**config.mk**
```make
export PLATFORM = sky130hd
export DESIGN_NAME = sid_write_scheduler
export DESIGN_NICKNAME = d
export VERILOG_FILES = /design/src/rtl/sid_write_scheduler.sv
export SDC_FILE = /design/constraint.sdc
export NUM_CORES = 1
export LEC_CHECK = 0
export CAP_MARGIN = 10
export CORE_MARGIN = 4
export CORE_UTILIZATION = 57
export CTS_CLUSTER_DIAMETER = 200
export DETAILED_ROUTE_END_ITERATION = 10
export PLACE_DENSITY = 0.76
export SLEW_MARGIN = 40
export SYNTH_ARGS = -nofsm -noshare
export SYNTH_HDL_FRONTEND = slang
export SYNTH_SLANG_ARGS = --single-unit
```
**constraint.sdc**
```tcl
create_clock -name clk -period 3.6 [get_ports clk]
set_input_delay 0.72 -clock clk [delete_from_list [all_inputs] [get_ports clk]]
set_output_delay 0.72 -clock clk [all_outputs]
set_load 0.01 [all_outputs]
```
**src/rtl/sid_write_scheduler.sv**
```systemverilog
// sid_write_scheduler: two-port register write scheduler with
// per-port FIFOs, clkEn-paced single issue and shadow readback.
module sid_write_scheduler #(
  parameter int FIFO_DEPTH    = 4,
  parameter bit HOST_PRIORITY = 1'b0
) (
  input  logic       clk,
  input  logic       rst,
  input  logic       clkEn,
  input  logic       iHostValid,
  output logic       oHostReady,
  input  logic [4:0] iHostAddr,
  input  logic [7:0] iHostData,
  input  logic       iSeqValid,
  output logic       oSeqReady,
  input  logic [4:0] iSeqAddr,
  input  logic [7:0] iSeqData,
  output logic       oWE,
  output logic [4:0] oAddr,
  output logic [7:0] oData,
  input  logic [4:0] iRdAddr,
  output logic [7:0] oRdData,
  output logic       oBusy,
  output logic [7:0] oDropCount
);

  localparam int AW = (FIFO_DEPTH > 2) ? $clog2(FIFO_DEPTH) : 1;
  localparam int CW = AW + 1;
  localparam logic [4:0] MAX_ADDR = 5'h18;
  localparam logic [CW-1:0] FULL_CNT = CW'(FIFO_DEPTH);

  // Port 0 is host, port 1 is sequencer.
  logic [12:0]   mem_q [2][FIFO_DEPTH];
  logic [12:0]   mem_d [2][FIFO_DEPTH];
  logic [AW-1:0] rp_q [2];
  logic [AW-1:0] rp_d [2];
  logic [AW-1:0] wp_q [2];
  logic [AW-1:0] wp_d [2];
  logic [CW-1:0] cnt_q [2];
  logic [CW-1:0] cnt_d [2];
  logic [7:0]    shadow_q [25];
  logic [7:0]    shadow_d [25];

  logic       last_seq_q, last_seq_d;
  logic       we_q, we_d;
  logic [4:0] addr_q, addr_d;
  logic [7:0] data_q, data_d;
  logic [7:0] rd_q, rd_d;
  logic [7:0] drop_q, drop_d;

  logic [1:0]  vld, rdy, push, pop, ne;
  logic [12:0] din [2];
  logic [1:0]  ndrop;
  logic [8:0]  drop_sum;
  logic        issue, gnt_seq;
  logic [12:0] head;

  // Handshake: accept when not full, split legal writes from drops.
  always_comb begin
    vld    = {iSeqValid, iHostValid};
    din[0] = {iHostAddr, iHostData};
    din[1] = {iSeqAddr, iSeqData};
    ndrop  = '0;
    ne     = '0;
    rdy    = '0;
    push   = '0;
    for (int p = 0; p < 2; p++) begin
      ne[p]   = cnt_q[p] != '0;
      rdy[p]  = ~rst & (cnt_q[p] != FULL_CNT);
      push[p] = vld[p] & rdy[p]
              & (din[p][12:8] <= MAX_ADDR);
      if (vld[p] & rdy[p] & (din[p][12:8] > MAX_ADDR))
        ndrop = ndrop + 2'd1;
    end
  end

  // Arbitration on registered FIFO state, only on clkEn.
  always_comb begin
    issue   = clkEn & ~rst & (|ne);
    gnt_seq = ne[1] & (~ne[0]
            | (~HOST_PRIORITY & ~last_seq_q));
    pop          = '0;
    pop[gnt_seq] = issue;
    head = mem_q[gnt_seq][rp_q[gnt_seq]];
  end

  // Next-state for FIFOs, issue bus, shadow and counters.
  always_comb begin
    mem_d = mem_q;
    for (int p = 0; p < 2; p++) begin
      if (push[p])
        mem_d[p][wp_q[p]] = din[p];
      wp_d[p]  = wp_q[p] + AW'(push[p]);
      rp_d[p]  = rp_q[p] + AW'(pop[p]);
      cnt_d[p] = cnt_q[p] + CW'(push[p])
               - CW'(pop[p]);
    end
    last_seq_d = issue ? gnt_seq : last_seq_q;
    we_d   = issue;
    addr_d = issue ? head[12:8] : addr_q;
    data_d = issue ? head[7:0] : data_q;
    shadow_d = shadow_q;
    if (we_q)
      shadow_d[addr_q] = data_q;
    rd_d = (iRdAddr <= MAX_ADDR)
         ? shadow_q[iRdAddr] : 8'h00;
    drop_sum = {1'b0, drop_q} + 9'(ndrop);
    drop_d   = drop_sum[8] ? 8'hFF : drop_sum[7:0];
  end

  // State registers with synchronous reset.
  always_ff @(posedge clk) begin
    if (rst) begin
      for (int p = 0; p < 2; p++) begin
        for (int i = 0; i < FIFO_DEPTH; i++)
          mem_q[p][i] <= '0;
        rp_q[p]  <= '0;
        wp_q[p]  <= '0;
        cnt_q[p] <= '0;
      end
      for (int i = 0; i < 25; i++)
        shadow_q[i] <= '0;
      last_seq_q <= 1'b1;
      we_q       <= 1'b0;
      addr_q     <= '0;
      data_q     <= '0;
      rd_q       <= '0;
      drop_q     <= '0;
    end else begin
      mem_q      <= mem_d;
      rp_q       <= rp_d;
      wp_q       <= wp_d;
      cnt_q      <= cnt_d;
      shadow_q   <= shadow_d;
      last_seq_q <= last_seq_d;
      we_q       <= we_d;
      addr_q     <= addr_d;
      data_q     <= data_d;
      rd_q       <= rd_d;
      drop_q     <= drop_d;
    end
  end

  assign oHostReady = rdy[0];
  assign oSeqReady  = rdy[1];
  assign oWE        = we_q;
  assign oAddr      = addr_q;
  assign oData      = data_q;
  assign oRdData    = rd_q;
  assign oDropCount = drop_q;
  assign oBusy      = ~rst & ((|ne) | we_q);

endmodule

```
==> impl_results.md, run 1 <==
- Clk_skew: around 15 ps
- Worst Reg-to-Reg Cells: 11
- Die Ht: 172 µm
- Final Hold Viols: 0
- Multi-input gate area: between 7000 and 8000 µm²
- Total power divided by cell area: 589 nW/µm²
- P_leak: between 6 and 7 nW
- Post-CTS setup buffers: 0
- HPWL Detailed: ~25,000 µm
- Period utilization: ~84%
- Yosys warning count: 0
- WL/cell: roughly 19 µm
- Gate power share: around 20%
- Minimum clock period: about 3000 ps
- CP endpoint kind: register
- Post-Syn Area: approximately 15,000 µm²
- Most common cell after layout, fill and taps aside: dfxtp_1
- Final Wtd Congestion: approximately 0.83
- First-pass GRT wire length: just over 60,000 µm
- Vias in the first global route: roughly 12,000
- RSZ-0062 raised after global routing: no
- Root buffer cell: clkbuf_16
- F_max: 331 MHz
- Slack of the critical path: ~580 ps
- CTS Sinks: 349
- Sequential power share: about two fifths
- Global Route Usage Sum: 25.9%
- H-tree depth reported by CTS: 2
- Netlist cell types: 52
- Initial core utilization: roughly three fifths
- Worst-Margin Slew: a little under 800 ps
- Sw Pwr: ~0.0031 W
- Skew-Pair Late Insertion Delay: 520 ps
- DRC: 0
- TritonCTS clock tree: done
- Seq cells post-synth: around 350
- Max rail drop VDD: ~0.41 mV
- Status: finished clean
- I/O Buffers: around 70
- Share of cells above drive strength 1: 12.5%
- Number of max-cap violations: 0
- Nets: roughly 1,700
- Syn avg cell area: approximately 9.3 µm²
- Synth Net Count: 1,704
- Antenna-violating nets left: 0
- FILL cells: slightly above 2,000
- Largest net degree at the start of global routing: roughly 180
- Initial DRT Pass Iterations: 7
- Slew headroom: 46.7%
- WP data arrival: 3450 ps
- Worst-path maximum fanout: 5
- Drt initial violations: between 1,000 and 1,500
- Diodes inserted: 0
- Initial antenna violation count: 1
- Die W: 172 µm
- Vias per cell: a little under 6
- Final WL: between 30,000 and 40,000 µm
- Commonest cells after routing, fill and taps aside: 348 x dfxtp_1, 315 x nand2_1, 183 x a21oi_1
- Switching Share: 29.6%
- Register area: around 7000 µm²
- Area delta synth->final: 14.7%
- Clock Power Share: 39.7%
- PostCTS Resize Cnt: 0
- Startpoint Class: primary input
- Num rows: 59
- Cts bufs inserted: 37
- Ports: around 70
- Hold path depth: 2
- Core area: about 26,000 µm²
- Worst slack, placed: slightly below 80 ps
- P_int: ~0.0073 W
- Post-Syn Instances: between 1,500 and 2,000
- CTS max path bufs: 3
- Die area: just under 30,000 µm²
- Worst Path Class, Setup: in -> reg
- Via count: approximately 12,000
- Seq/Total Area, Yosys: between 40% and 50%
- Pins Over Slew Limit: 0
- Final Setup Violations: 0
- Reg2reg setup slack: a little under 800 ps
- Fin Setup TNS: 0 ps
- Worst endpoint required time: a little over 4000 ps
- Hold buffers post-CTS: 0
- CTS clk-pin slew, worst paths: about 60 ps
- Gr ovfl total: 0
- Worst hold-check path type: reg -> reg
==> state kept, by name, indices dropped and copies added, names as in the netlist <==
name / flops
cnt_q: 6
last_seq_q: 1
mem_q: 104
oAddr: 5
oData: 8
oDropCount: 8
oRdData: 8
oWE: 1
rp_q: 4
shadow_q: 200
wp_q: 4
==> worst max-delay path: stages <==
cell,delay (ps)
clkdlybuf4s50_1,440
o311ai_1,320
buf_4,210
nor2_1,60
ha_1,290
ha_1,220
fa_1,400
and3_1,210
and2_1,200
and4_1,210
nor3_1,190
==> cell type report <==
cell class | count | share of cell area (%)
Tap cell | 335 | 2.39
Multi-Input combinational cell | 1155 | 43.9
Timing Repair Buffer | 114 | 6.07
Inverter | 13 | 0.278
Clock inverter | 16 | 1.37
Sequential cell | 349 | 39.8
Clock buffer | 52 | 6.23
==> routing by layer <==
metal	up-vias	share of wire [%]	GRT usage [%]
met5	-	0.031	0
met2	398	48	42.2
met1	5801	44	36.4
met4	2	1.8	7.01
met3	53	6.8	4.02
li1	5760	-	-
==> cell usage after synthesis (all sizes together) <==
| library cell | number | area (µm²) |
|---|---|---|
| fa | 3 | 60.1 |
| o311ai | 3 | 26.3 |
| a21o | 2 | 15.0 |
| or3b | 3 | 26.3 |
| nor4 | 8 | 50.1 |
| ha | 11 | 138 |
| nor3 | 6 | 45.0 |
| inv | 13 | 48.8 |
| nand3b | 7 | 52.6 |
| nand4 | 2 | 12.5 |
| and3 | 6 | 37.5 |
| or3 | 5 | 46.3 |
| nand2 | 315 | 1180 |
| buf | 50 | 273 |
| a211oi | 54 | 490 |
| o32a | 2 | 20.0 |
| and3b | 1 | 8.76 |
| nor4b | 1 | 23.8 |
| o22ai | 8 | 50.1 |
| xnor2 | 9 | 78.8 |
| clkbuf | 87 | 327 |
| nor3b | 6 | 72.6 |
| and2 | 3 | 18.8 |
| mux4 | 52 | 1170 |
| nor2 | 150 | 593 |
| mux2i | 160 | 1600 |
| nand3 | 76 | 380 |
| and4 | 1 | 8.76 |
| nand2b | 3 | 18.8 |
| a211o | 11 | 96.3 |
| dfxtp | 349 | 6990 |
| or2 | 3 | 18.8 |
| a21oi | 184 | 921 |
| and4b | 3 | 30.0 |
| nor2b | 43 | 269 |
| o21bai | 1 | 7.51 |
| o21ai | 3 | 15.0 |
| o211a | 8 | 80.1 |
| xor2 | 2 | 17.5 |
==> through the flow <==
stage | instance area (µm²) | hold slack, ps | cells | power [W] | util (%)
after CTS | 17600 | 452 | 2034 | 0.0104 | 66.9
final | 17600 | 449 | 2034 | 0.0104 | 66.9
after floorplan | 15300 | 432 | 1654 | 0.00556 | -
after global routing | 17600 | 463 | 2034 | 0.0107 | 66.9
after global placement | 16200 | 438 | 1965 | 0.00625 | 61.7
after detailed placement | 16200 | 444 | 1966 | 0.00629 | 61.8
==> power groups by stage <==
stage	registers, W	clock network, W	logic [W]
after global routing	0.00419	0.00430	0.00219
after global placement	0.00424	0	0.00200
after floorplan	0.00419	0	0.00137
after CTS	0.00417	0.00416	0.00205
after detailed placement	0.00425	0	0.00204
final	0.00417	0.00411	0.00207
==> final timing paths <==
kind | startpoint | to
max | iHostAddr[0] | oDropCount[6]$_SDFF_PP0_
min | mem_q[17]$_SDFFE_PP0P_ | mem_q[17]$_SDFFE_PP0P_
max reg2reg | cnt_q[2]$_SDFF_PP0_ | oDropCount[6]$_SDFF_PP0_
min reg2reg | mem_q[17]$_SDFFE_PP0P_ | mem_q[17]$_SDFFE_PP0P_
==> logic make-up after synthesis <==
group	count (synthesis)	synth area share [%]
AND/OR/NAND/NOR	642	18.9
flip-flops	349	45.6
AO/OA/AOI/OAI	276	11.2
multiplexers	212	18.1
buffers and inverters	150	4.23
adder cells (fa/ha/maj)	14	1.29
XOR/XNOR	11	0.629
Power figures use the tool's default switching activity.
==> run 2, diff against run 1 <==
CORE_UTILIZATION = 55   (was 57)
clock period = 2.7 ns   (was 3.6 ns; I/O delays follow)
==> run 2 against run 1 <==
Compared with the run above:
- first-iteration DRC count decreased by 11%
- wire length increased by 1.7%
- critical path depth decreased by 5
- sequential share of layout area decreased by 0.71 points
- sequential power increased by 33%
- via count increased by 2.6%
- clock-buffer cell count increased by 1
- register-to-register slack got worse by 660 ps
==> impl_results.md, run 2 (same netlist as run 1, synthesis figures left out) <==
- Status: finished clean
- Post-placement cell area: 16,600 µm²
- Core area: about 27,000 µm²
- Final WL: around 40,000 µm
- Vias per cell: about 5.9
- Ports: roughly 70
- Pins Over Slew Limit: 0
- Area delta synth->final: 16.8%
- Most common cell after layout, fill and taps aside: dfxtp_1
- CTS clk-pin slew, worst paths: around 60 ps
- Worst path buffer plus inverter count: 2
- Slowest CP cell: or3_1
- Vias in the first global route: around 12,000
- Most used cell along the critical path: nor2_1
- Die area: about 31,000 µm²
- Worst path top cell family by delay: simple AND/OR/NAND/NOR gates
- Worst endpoint required time: about 2200 ps
- Initial antenna violation count: 0
- Clk_skew: about 27 ps
- RSZ-0062 raised after global routing: no
- Largest Register: shadow_q
- Hold buffers post-CTS: 0
- Register area: roughly 7000 µm²
- Met2 Use GR: around two fifths
- Root buffer cell: clkbuf_16
- DRC: 0
- Multi-input gate area: a little under 8000 µm²
- Final Setup Violations: 0
- I/O Buffers: 68
- Initial core utilization: between 50% and 60%
- Via count: about 12,000
- H-tree depth reported by CTS: 2
- Num rows: 60
- Share of cells above drive strength 1: 14.7%
- Cts bufs inserted: 37
- Max rail drop VDD: approximately 0.49 mV
- Largest register FFs: 200
- WL/cell: about 19 µm
- CTS max path bufs: 3
- Commonest cells after routing, fill and taps aside: 349 x dfxtp_1, 315 x nand2_1, 183 x a21oi_1
- Die W: between 150 and 200 µm
- Met3 Use GR: under 10%
- Global Route Usage Sum: 24.9%
- Startpoint Class: register
- Slew headroom: a little under half
- Die Ht: 175 µm
- Final Wtd Congestion: between 0.8 and 0.9
- WP data arrival: around 2100 ps
- Drt initial violations: between 1,000 and 1,500
- Fin Setup TNS: 0 ps
- Largest net degree at the start of global routing: approximately 180
- Diodes inserted: 0
- Worst-Margin Slew: roughly 780 ps
- CTS Sinks: 349
- Worst Path Class, Setup: reg -> out
- Finished Cell Area: around 18,000 µm²
- Post-CTS setup buffers: 0
- Critical Path Max Stage Delay: ~400 ps
- Number of max-cap violations: 0
- Worst hold-check path type: in -> reg
- Minimum clock period: roughly 2600 ps
- First-pass GRT wire length: 62,400 µm
- Grt peak-use layer: met2
- Crit-path cells: buf_4, or3_1, or2_4, nor2_1, nor2_1, dlygate4sd2_1
- Final Hold Viols: 0
- Worst-path maximum fanout: 4
- FILL cells: roughly 2,200
- Antenna-violating nets left: 0
- Total power divided by cell area: between 700 and 800 nW/µm²
- F_max: around 380 MHz
- Gr ovfl total: 0
- CP endpoint kind: primary output
- Period utilization: between 90% and 100%
- Initial DRT Pass Iterations: 8
- HPWL Detailed: 24,800 µm
- Grt met1 use: between 30% and 40%
- Skew-Pair Late Insertion Delay: between 500 and 600 ps
- TritonCTS clock tree: done
- P_leak: ~6.6 nW
- Largest registers: shadow_q x200, mem_q x104
- Nets: 1,757
[run 2: area by class of cell]
type | instances | area share, %
clock buffers | 53 | 6.20
clock inverters | 12 | 0.511
inverters | 13 | 0.273
multi-input cells | 1155 | 43.3
flip-flops and latches | 349 | 39.1
well taps | 372 | 2.60
repair buffers | 151 | 8.02
[run 2: metal layers]
layer	up-vias	wire (µm)
met3	75	2700
li1	5835	-
met1	5946	16900
met5	-	0
met2	473	18600
met4	0	863
[run 2: report_power, final]
group | total (W) | internal [W] | switching [W]
logic | 0.00291 | 0.00106 | 0.00185
registers | 0.00553 | 0.00533 | 0.000197
clock network | 0.00497 | 0.00295 | 0.00202
total | 0.0134 | 0.00934 | 0.00407
[run 2: stage by stage]
stage               hold slack [ps]  worst slack [ps]  util, %  cells  total power [W]
floorplan                       432              21.4        -   1654          0.00742
global placement                438              -549     61.2   2039          0.00844
detailed placement              442              -603     61.2   2039          0.00849
CTS                             193             0.768     65.6   2104           0.0134
global route                    197              5.96     65.8   2105           0.0139
finish                          206              77.5     65.8   2105           0.0134
[run 2: worst paths after layout]
check | from | end | slack, ps | cells after the start
max | cnt_q[1]$_SDFF_PP0_ | oBusy | 80 | 6
min | rst | wp_q[1]$_SDFF_PP0_ | 210 | 2
min reg2reg | mem_q[46]$_SDFFE_PP0P_ | mem_q[46]$_SDFFE_PP0P_ | 450 | 2
max reg2reg | cnt_q[4]$_SDFF_PP0_ | oDropCount[3]$_SDFF_PP0_ | 110 | 11
[run 2: what timing repair did]
action,4_1_cts,5_1_grt
pin swaps,1,3
endpoints found under the setup margin,8,10
hold endpoints to repair,0,0
gates resized for setup,4,9
